**src/rtl/pipe_hazard_ctrl_pkg.sv**
```systemverilog
//==============================================================
// pipe_hazard_ctrl_pkg : shared types and constants for the hazard unit
// Rev 1.0
//==============================================================
`timescale 1ns/1ps
`default_nettype none

package pipe_hazard_ctrl_pkg;

   localparam int STG_EX  = 1;
   localparam int STG_MEM = 2;
   localparam int STG_WB  = 3;

   // Entries hold register numbers zero-extended to this width; REG_AW must not exceed it.
   localparam int MAX_REG_AW = 16;

   typedef struct packed {
      logic                  valid;
      logic [MAX_REG_AW-1:0] dest;
      logic                  reg_write;
      logic                  mem_read;
   } sb_entry_t;

   function automatic int fsel_w(input int depth);
      return $clog2(depth + 1);
   endfunction

endpackage

`default_nettype wire

```
**src/rtl/pipe_hazard_ctrl_if.sv**
```systemverilog
//==============================================================
// pipe_hazard_ctrl_if : ID-stage request and hazard-response bundle
// Rev 1.0
//==============================================================
`timescale 1ns/1ps
`default_nettype none

interface pipe_hazard_ctrl_if #(
   parameter int REG_AW = 5,
   parameter int DEPTH  = 3
) ();
   import pipe_hazard_ctrl_pkg::*;

   localparam int FSEL_W = fsel_w(DEPTH);

   logic              id_valid;
   logic [REG_AW-1:0] id_rs;
   logic [REG_AW-1:0] id_rt;
   logic              id_use_rs;
   logic              id_use_rt;
   logic [REG_AW-1:0] id_dest;
   logic              id_reg_write;
   logic              id_mem_read;
   logic              branch_taken;
   logic              stall;
   logic              flush;
   logic [FSEL_W-1:0] fwd_a_sel;
   logic [FSEL_W-1:0] fwd_b_sel;
   logic [15:0]       stall_cnt;
   logic [15:0]       flush_cnt;

   modport master (
      output id_valid, id_rs, id_rt, id_use_rs, id_use_rt, id_dest,
             id_reg_write, id_mem_read, branch_taken,
      input  stall, flush, fwd_a_sel, fwd_b_sel, stall_cnt, flush_cnt
   );

   modport slave (
      input  id_valid, id_rs, id_rt, id_use_rs, id_use_rt, id_dest,
             id_reg_write, id_mem_read, branch_taken,
      output stall, flush, fwd_a_sel, fwd_b_sel, stall_cnt, flush_cnt
   );

endinterface

`default_nettype wire

```
**src/rtl/pipe_hazard_ctrl_hazard_src_match.sv**
```systemverilog
//==============================================================
// hazard_src_match : per-source scoreboard match, stall need and forward select
// Rev 1.0
//==============================================================
`timescale 1ns/1ps
`default_nettype none

module hazard_src_match
   import pipe_hazard_ctrl_pkg::*;
#(
   parameter int DEPTH  = 3,
   parameter int FWD_EN = 1,
   parameter int FSEL_W = 2
) (
   input  sb_entry_t [DEPTH:1]    sb,
   input  logic [MAX_REG_AW-1:0]  src,
   input  logic                   use_src,
   output logic                   need_stall,
   output logic [FSEL_W-1:0]      sel
);

   logic [DEPTH-1:1] hit;
   logic             unused_sb;

   always_comb begin
      hit        = '0;
      sel        = '0;
      need_stall = 1'b0;
      for (int k = 1; k < DEPTH; k++) begin
         hit[k] = sb[k].valid & sb[k].reg_write & use_src &
                  (src != '0) & (sb[k].dest == src);
      end
      // Walk oldest to youngest so the youngest producer ends up selected.
      for (int k = DEPTH - 1; k >= 1; k--) begin
         if (hit[k]) sel = FSEL_W'(k);
      end
      if (FWD_EN != 0) need_stall = hit[1] & sb[1].mem_read;
      else             need_stall = |hit;
   end

   // The WB entry and older load flags never affect a decision.
   always_comb begin
      unused_sb = ^sb[DEPTH];
      for (int k = 2; k < DEPTH; k++) unused_sb = unused_sb ^ sb[k].mem_read;
   end

endmodule

`default_nettype wire

```
**src/rtl/pipe_hazard_ctrl.sv**
```systemverilog
//==============================================================
// pipe_hazard_ctrl : in-order pipeline RAW stall / forward / flush control
// Rev 1.0
//==============================================================
`timescale 1ns/1ps
`default_nettype none

module pipe_hazard_ctrl
   import pipe_hazard_ctrl_pkg::*;
#(
   parameter int REG_AW   = 5,
   parameter int DEPTH    = 3,
   parameter int BR_STAGE = 2,
   parameter int FWD_EN   = 1
) (
   input  logic              Clk,
   input  logic              Reset,
   pipe_hazard_ctrl_if.slave bus
);

   localparam int FSEL_W = fsel_w(DEPTH);

   sb_entry_t [DEPTH:1] sb;
   sb_entry_t           entry_in;
   logic                stall_rs, stall_rt;
   logic [FSEL_W-1:0]   sel_rs, sel_rt;
   logic                stall_w, fwd_ok;
   logic [15:0]         stall_cnt_q, flush_cnt_q;

   hazard_src_match #(.DEPTH(DEPTH), .FWD_EN(FWD_EN), .FSEL_W(FSEL_W)) u_rs (
      .sb         (sb),
      .src        (MAX_REG_AW'(bus.id_rs)),
      .use_src    (bus.id_use_rs),
      .need_stall (stall_rs),
      .sel        (sel_rs)
   );

   hazard_src_match #(.DEPTH(DEPTH), .FWD_EN(FWD_EN), .FSEL_W(FSEL_W)) u_rt (
      .sb         (sb),
      .src        (MAX_REG_AW'(bus.id_rt)),
      .use_src    (bus.id_use_rt),
      .need_stall (stall_rt),
      .sel        (sel_rt)
   );

   // A taken branch wins over a stall; reset level masks everything but flush.
   assign stall_w = Reset & ~bus.branch_taken & bus.id_valid & (stall_rs | stall_rt);
   assign fwd_ok  = (FWD_EN != 0) & Reset & bus.id_valid & ~stall_w;

   assign bus.stall     = stall_w;
   assign bus.flush     = bus.branch_taken;
   assign bus.fwd_a_sel = fwd_ok ? sel_rs : '0;
   assign bus.fwd_b_sel = fwd_ok ? sel_rt : '0;
   assign bus.stall_cnt = stall_cnt_q;
   assign bus.flush_cnt = flush_cnt_q;

   always_comb begin
      entry_in = '0;
      if (!stall_w && !bus.branch_taken) begin
         entry_in.valid     = bus.id_valid;
         entry_in.dest      = MAX_REG_AW'(bus.id_dest);
         entry_in.reg_write = bus.id_reg_write;
         entry_in.mem_read  = bus.id_mem_read;
      end
   end

   always_ff @(posedge Clk or negedge Reset) begin
      if (!Reset) begin
         sb          <= '0;
         stall_cnt_q <= '0;
         flush_cnt_q <= '0;
      end else begin
         sb[1] <= entry_in;
         // Instructions younger than the resolving branch are squashed as they shift.
         for (int k = 2; k <= DEPTH; k++) begin
            sb[k] <= (bus.branch_taken && k <= BR_STAGE) ? sb_entry_t'('0) : sb[k-1];
         end
         if (stall_w && stall_cnt_q != 16'hFFFF) stall_cnt_q <= stall_cnt_q + 16'd1;
         if (bus.branch_taken && flush_cnt_q != 16'hFFFF) flush_cnt_q <= flush_cnt_q + 16'd1;
      end
   end

endmodule

`default_nettype wire

```
**src/flat_wrapper.sv**
```systemverilog
// flat-port wrapper written by rule: the top's interface ports become plain ports
module pipe_hazard_ctrl_flat import pipe_hazard_ctrl_pkg::*;
#(
   parameter int REG_AW   = 5,
   parameter int DEPTH    = 3,
   parameter int BR_STAGE = 2,
   parameter int FWD_EN   = 1
)
  (Clk, Reset, bus_id_valid, bus_id_rs, bus_id_rt, bus_id_use_rs, bus_id_use_rt, bus_id_dest, bus_id_reg_write, bus_id_mem_read, bus_branch_taken, bus_stall, bus_flush, bus_fwd_a_sel, bus_fwd_b_sel, bus_stall_cnt, bus_flush_cnt);
  pipe_hazard_ctrl_if #(.REG_AW(REG_AW), .DEPTH(DEPTH)) bus_i ();
  input  logic Clk;
  input  logic Reset;
  input wire logic [$bits(bus_i.id_valid)-1:0] bus_id_valid;
  input wire logic [$bits(bus_i.id_rs)-1:0] bus_id_rs;
  input wire logic [$bits(bus_i.id_rt)-1:0] bus_id_rt;
  input wire logic [$bits(bus_i.id_use_rs)-1:0] bus_id_use_rs;
  input wire logic [$bits(bus_i.id_use_rt)-1:0] bus_id_use_rt;
  input wire logic [$bits(bus_i.id_dest)-1:0] bus_id_dest;
  input wire logic [$bits(bus_i.id_reg_write)-1:0] bus_id_reg_write;
  input wire logic [$bits(bus_i.id_mem_read)-1:0] bus_id_mem_read;
  input wire logic [$bits(bus_i.branch_taken)-1:0] bus_branch_taken;
  output wire logic [$bits(bus_i.stall)-1:0] bus_stall;
  output wire logic [$bits(bus_i.flush)-1:0] bus_flush;
  output wire logic [$bits(bus_i.fwd_a_sel)-1:0] bus_fwd_a_sel;
  output wire logic [$bits(bus_i.fwd_b_sel)-1:0] bus_fwd_b_sel;
  output wire logic [$bits(bus_i.stall_cnt)-1:0] bus_stall_cnt;
  output wire logic [$bits(bus_i.flush_cnt)-1:0] bus_flush_cnt;
  assign bus_i.id_valid = bus_id_valid;
  assign bus_i.id_rs = bus_id_rs;
  assign bus_i.id_rt = bus_id_rt;
  assign bus_i.id_use_rs = bus_id_use_rs;
  assign bus_i.id_use_rt = bus_id_use_rt;
  assign bus_i.id_dest = bus_id_dest;
  assign bus_i.id_reg_write = bus_id_reg_write;
  assign bus_i.id_mem_read = bus_id_mem_read;
  assign bus_i.branch_taken = bus_branch_taken;
  assign bus_stall = bus_i.stall;
  assign bus_flush = bus_i.flush;
  assign bus_fwd_a_sel = bus_i.fwd_a_sel;
  assign bus_fwd_b_sel = bus_i.fwd_b_sel;
  assign bus_stall_cnt = bus_i.stall_cnt;
  assign bus_flush_cnt = bus_i.flush_cnt;
  pipe_hazard_ctrl #(.REG_AW(REG_AW), .DEPTH(DEPTH), .BR_STAGE(BR_STAGE), .FWD_EN(FWD_EN)) u_core (.Clk(Clk), .Reset(Reset), .bus(bus_i));
endmodule
```
**config.mk**
```make
export PLATFORM = sky130hd
export DESIGN_NAME = pipe_hazard_ctrl_flat
export DESIGN_NICKNAME = d
export VERILOG_FILES = /design/src/rtl/pipe_hazard_ctrl_pkg.sv /design/src/rtl/pipe_hazard_ctrl_if.sv /design/src/rtl/pipe_hazard_ctrl_hazard_src_match.sv /design/src/rtl/pipe_hazard_ctrl.sv /design/src/flat_wrapper.sv
export SDC_FILE = /design/constraint.sdc
export NUM_CORES = 1
export LEC_CHECK = 0
export CAP_MARGIN = 30
export CORE_ASPECT_RATIO = 1.2
export CORE_UTILIZATION = 35
export CTS_BUF_LIST = sky130_fd_sc_hd__clkbuf_8
export CTS_CLUSTER_DIAMETER = 200
export DETAILED_ROUTE_END_ITERATION = 16
export SYNTH_ARGS = -nofsm -noshare
export SYNTH_HDL_FRONTEND = slang
export SYNTH_HIERARCHICAL = 1
export SYNTH_SLANG_ARGS = --single-unit
```
**constraint.sdc**
```tcl
create_clock -name Clk -period 4 [get_ports Clk]
set_clock_uncertainty 0.15 [all_clocks]
set_input_delay 0.8 -clock Clk [delete_from_list [all_inputs] [get_ports Clk]]
set_output_delay 0.8 -clock Clk [all_outputs]
set_load 0.02 [all_outputs]
```
Word-level counts from Yosys, hierarchy flattened:

Cells that the tools add are included.

* mux-type cells: 8
* reductions and logical operators: 7
* $add $sub $neg: 2
* bitwise logic cells: 24
* eq/ne operators: 6

Operator list (count)
* 16-bit by 5-bit == test with 1-bit output: 4
* 19-bit two-way mux: 2
* 16-bit by 1-bit adder with 16-bit output (second input constant): 2
* 16-bit inequality test (second input constant): 2
* 16-bit nonzero test: 2
* 1-bit AND: 21
* 2-bit two-way mux: 6
* 1-bit logical AND: 3
* 1-bit logical NOT: 2
* 1-bit NOT: 2
* 1-bit bitwise OR: 1

* input bits: 23
* word-level logic and storage cells: 56
* register bits: 69

Depth between registers and ports, before layout:

Gate-level depths: netlist of run 1.

* depth in word-level cells: 10
* gate-level depth with buffers: 8
* mapped depth without buffers: 8

Modules after synthesis:

Netlist of run 1, hierarchy kept.

By module, submodules not included
* pipe_hazard_ctrl: seq. area each 1401.3 µm², cells each 194, area an instance 2327.2 µm², times used 1
* hazard_src_match: seq. area each 0.0 µm², cells each 54, area an instance 420.4 µm², times used 2

Worst setup path before layout of run 1:

Ideal clock, no wire load.

* path type: input to output
* start point: input port bus_id_rt[3]
* end point: output port bus_fwd_a_sel[0]
* required time: 3050 ps
* stages: 8
* slack: 257 ps
* arrival time: 2793 ps
* path buffers: 0
* cells stage by stage: xnor2_1 nand4_1 or4_4 nor3_1 o211ai_1 nor2_1 nor2_1 and2_1

* longest elaborated chain between the ends: 9
* elaborated cells on any way between the ends: 10
* those cells by class: eq/ne: 1; mux: 1; bitwise: 7; reduce/logical: 1

RTL lines
* start: declaration: line flat_wrapper.sv:15 `input wire logic [$bits(bus_i.id_rt)-1:0] bus_id_rt;`
* 16-bit nonzero test: line pipe_hazard_ctrl_hazard_src_match.sv:31 `(src != '0) & (sb[k].dest == src);`
* 1-bit AND: line pipe_hazard_ctrl_hazard_src_match.sv:30 `hit[k] = sb[k].valid & sb[k].reg_write & use_src &`
* 1-bit AND (*): line pipe_hazard_ctrl_hazard_src_match.sv:31
* 1-bit AND (*): line pipe_hazard_ctrl_hazard_src_match.sv:37 `if (FWD_EN != 0) need_stall = hit[1] & sb[1].mem_read;`
* via u_core.stall_rt: line pipe_hazard_ctrl.sv:25 `logic stall_rs, stall_rt;`
* 1-bit bitwise OR (*): line pipe_hazard_ctrl.sv:47 `assign stall_w = Reset & ~bus.branch_taken & bus.id_valid & (stall_rs | stall_rt);`
* 1-bit AND (*): line pipe_hazard_ctrl.sv:47
* via bus_stall: line flat_wrapper.sv:22 `output wire logic [$bits(bus_i.stall)-1:0] bus_stall;`
* 1-bit NOT (*): line pipe_hazard_ctrl.sv:48 `assign fwd_ok = (FWD_EN != 0) & Reset & bus.id_valid & ~stall_w;`
* 1-bit AND (*): line pipe_hazard_ctrl.sv:48
* 2-bit two-way mux (*): line pipe_hazard_ctrl.sv:52 `assign bus.fwd_a_sel = fwd_ok ? sel_rs : '0;`
* end: declaration: line flat_wrapper.sv:24 `output wire logic [$bits(bus_i.fwd_a_sel)-1:0] bus_fwd_a_sel;`

Mark *: on every way through the listed nets, which the timed path passes. The rest lies on a longest branch.

Final worst setup path of run 1:

* start point: input port bus_id_rt[3]
* end point: output port bus_fwd_b_sel[0]

* longest elaborated chain between the ends: 9
* elaborated cells on any way between the ends: 11
* those cells by class: eq/ne: 1; mux: 2; bitwise: 7; reduce/logical: 1

RTL lines
* 16-bit nonzero test: line pipe_hazard_ctrl_hazard_src_match.sv:31
* 1-bit AND: line pipe_hazard_ctrl_hazard_src_match.sv:30
* 1-bit AND (*): line pipe_hazard_ctrl_hazard_src_match.sv:31
* 1-bit AND (*): line pipe_hazard_ctrl_hazard_src_match.sv:37
* via u_core.stall_rt: line pipe_hazard_ctrl.sv:25
* 1-bit bitwise OR (*): line pipe_hazard_ctrl.sv:47
* 1-bit AND (*): line pipe_hazard_ctrl.sv:47
* 1-bit NOT (*): line pipe_hazard_ctrl.sv:48
* 1-bit AND (*): line pipe_hazard_ctrl.sv:48
* 2-bit two-way mux (*): line pipe_hazard_ctrl.sv:53 `assign bus.fwd_b_sel = fwd_ok ? sel_rt : '0;`
* end: declaration: line flat_wrapper.sv:25 `output wire logic [$bits(bus_i.fwd_b_sel)-1:0] bus_fwd_b_sel;`

Marked as above.

==> results of run 1 <==
[power by group through the flow]
stage | clock, W | sequential (W) | combinational [W]
after floorplan | 0 | 0.000612 | 0.000147
after global placement | 0 | 0.000582 | 0.000314
after detailed placement | 0 | 0.000582 | 0.000317
after CTS | 0.000369 | 0.000575 | 0.000319
after global routing | 0.000389 | 0.000584 | 0.000355
final | 0.000359 | 0.000574 | 0.000322
[through the flow]
step / worst slack (ns) / cells / hold slack (ns) / instance area [µm²] / util, %
finish: 0.150 / 581 / 0.361 / 4310 / 53.1
floorplan: 0.257 / 401 / 0.335 / 3350 / -
global route: 0.00805 / 581 / 0.386 / 4310 / 53.1
CTS: 0.0540 / 580 / 0.357 / 4290 / 53.0
global placement: -0.339 / 571 / 0.347 / 4180 / 51.5
detailed placement: -0.407 / 571 / 0.346 / 4180 / 51.5
[worst reg2reg max path: stages, from the launching register on]
cell,delay [ns]
dfrtp_1,0.44
xnor2_1,0.16
nand4_1,0.11
or4_4,0.55
nor3_2,0.13
o211ai_1,0.16
buf_4,0.16
buf_4,0.12
buf_4,0.14
nor4_2,0.49
nand4_1,0.19
xnor2_1,0.16
[cell type report]
class / count / area [µm²] / area share (%)
Clock buffer: 6 / 82.6 / 1.92
Timing Repair Buffer: 82 / 736 / 17.1
Inverter: 3 / 11.3 / 0.261
Tap cell: 95 / 119 / 2.76
Clock inverter: 2 / 35.0 / 0.813
Multi-Input combinational cell: 346 / 2150 / 49.9
Sequential cell: 47 / 1180 / 27.3
[per-layer routing]
metal  share of wire [%]  wire length, µm  up-vias
met2                  50             3320       64
met1                  43             2900     1185
met3                 5.4              365       10
met4                 1.7              113        0
li1                    -                -     1302
met5                   0                0        -
[state kept, by name, summed over array words and instances (netlist names)]
signal / flops
u_core/sb: 15
u_core/bus.flush_cnt: 16
u_core/bus.stall_cnt: 16
[final timing paths]
path | start | endpoint | slack, ns | depth (start not counted)
setup / recovery | bus_id_rt[3] | bus_fwd_b_sel[0] | 0.15 | 10
hold / removal | u_core/bus.stall_cnt[15] | u_core/bus.stall_cnt[15] | 0.36 | 1
setup reg to reg | u_core/sb[5] | u_core/bus.stall_cnt[9] | 0.93 | 11
hold reg to reg | u_core/bus.stall_cnt[15] | u_core/bus.stall_cnt[15] | 0.36 | 1
max in group asynchronous | Reset | u_core/bus.flush_cnt[0] | 2.83 | 2
min in group asynchronous | Reset | u_core/bus.stall_cnt[4] | 0.48 | 2
[repair_timing]
item                                   in CTS  in global routing
endpoints found under the hold margin       0                  0
pin swaps                                   3                  3
buffers inserted                            1                  1
gates resized for setup                    24                  1
setup endpoints to repair                   5                  5
==> results.yml, run 1 <==
run:
  cap_violations: 0
route:
  first_iter_violations: 48
  dr.pass1.iters: 5
  drt.antenna.violating_nets: 0
  wl_per_cell_um: 11.5
  vias: 2561
  route.detailed.drc: 0
  via_per_inst: 4.41
  routed_wirelength_um: 6700
min_path:
  hp-class: "flip-flop to flip-flop"
die:
  die_y_um: 102
  start_util_pct: 36.2
  die_w_um: 85.6
  core_um2: 8110
  row_count: 36
  die_area_um2: 8760
  io_pins: 61
cts:
  cts_buffers: 5
  clock_sinks: 47
  path_clk_slew_ns: 0.09
  holdBufCountCts: 0
  ctsRootBufferMaster: "clkbuf_8"
  cts_max_level: 2
  clk_latency_ns: 0.30
  cts_tree: "done"
  clk_path_buf_depth: 2
synthesis:
  synth_cells: 292
  netlist_area_um2: 2940
  avgSynthCellArea_um2: 10.1
  yosysWarnings: 6
worst_setup_path:
  crit_path_max_incr_delay_ns: 0.55
  critPathCaptureType: "output pin"
  critPathSlowestCell: "or4_4"
  critPathArrivalTime_ns: 2.90
  critical_path_class: "input port to output pin"
  worstPathBufferInverterCount: 2
  cp.required_ns: 3.05
  path_common_cell: "nor2_2"
  cp_cell_sequence: "clkdlybuf4s50_1 -> xnor2_1 -> nand4_1 -> or4_4 -> nor3_2 -> o211ai_1 -> nor2_2 -> nor2_2 -> and2_1 -> buf_2"
  critPathLaunchType: "input port"
  crit_family: "simple AND/OR/NAND/NOR gates"
  path_max_fanout: 4
power_and_ir_drop:
  p_sw_w: 0.000373
  seqPwrFrac_pct: 45.7
  power_leakage_nw: 1.83
  ir_worst_vdd_uv: 259
  p_sw_share_pct: 29.7
  cellPowerDensity_nw_per_um2: 292
  p_clk_share_pct: 28.6
  p_comb_share_pct: 25.6
  internal-power_w: 0.000883
  finalPower_w: 0.00126
sta:
  period_share_pct: 96.3
  tns_ns: 0
  worst_pin_slew_ns: 0.805
  post-route-min-period_ns: 3.85
  grt_setup_unrepaired: "false"
  fmax_mhz: 260
  setup_viol: 0
  slew_headroom_pct: 46.2
  final_hold_viol_count: 0
  final_max_slew_viol_count: 0
placed_design:
  dp_hpwl_um: 5290
  port_buffers: 60
  place.gp.congestion: 0.808
grt:
  track_usage_pct: 16.4
  use_met1_pct: 19.7
  grt_pass1_vias: 2482
  grt_pass1_wl_um: 11200
  antenna_found_initial: 0
  busiest_layer: "met2"
  use_met3_pct: 3.63
  grt_use_met2_pct: 29.1
  grt_max_degree: 48
  grt_overflow: 0
final_layout:
  fillers: 798
  fin_nets: 510
  final_common_cell: "conb_1"
  areaGrowthSynthToFinish_pct: 46.7
  drive_gt1_share_pct: 10.1
  insertedDiodeCount: 0
  most-common-layout-cells: "110 x conb_1, 81 x xnor2_1, 54 x clkdlybuf4s50_1, 47 x dfrtp_1, 24 x nand4_1"
run_status:
  status: "finished clean"
Power figures use the tool's default switching activity.
==> inputs of run 2 (changes only) <==
- SLEW_MARGIN: not set -> 20
==> results of run 2 <==
Same layout as run 1: the final DEF is identical, and so are final timing and power.
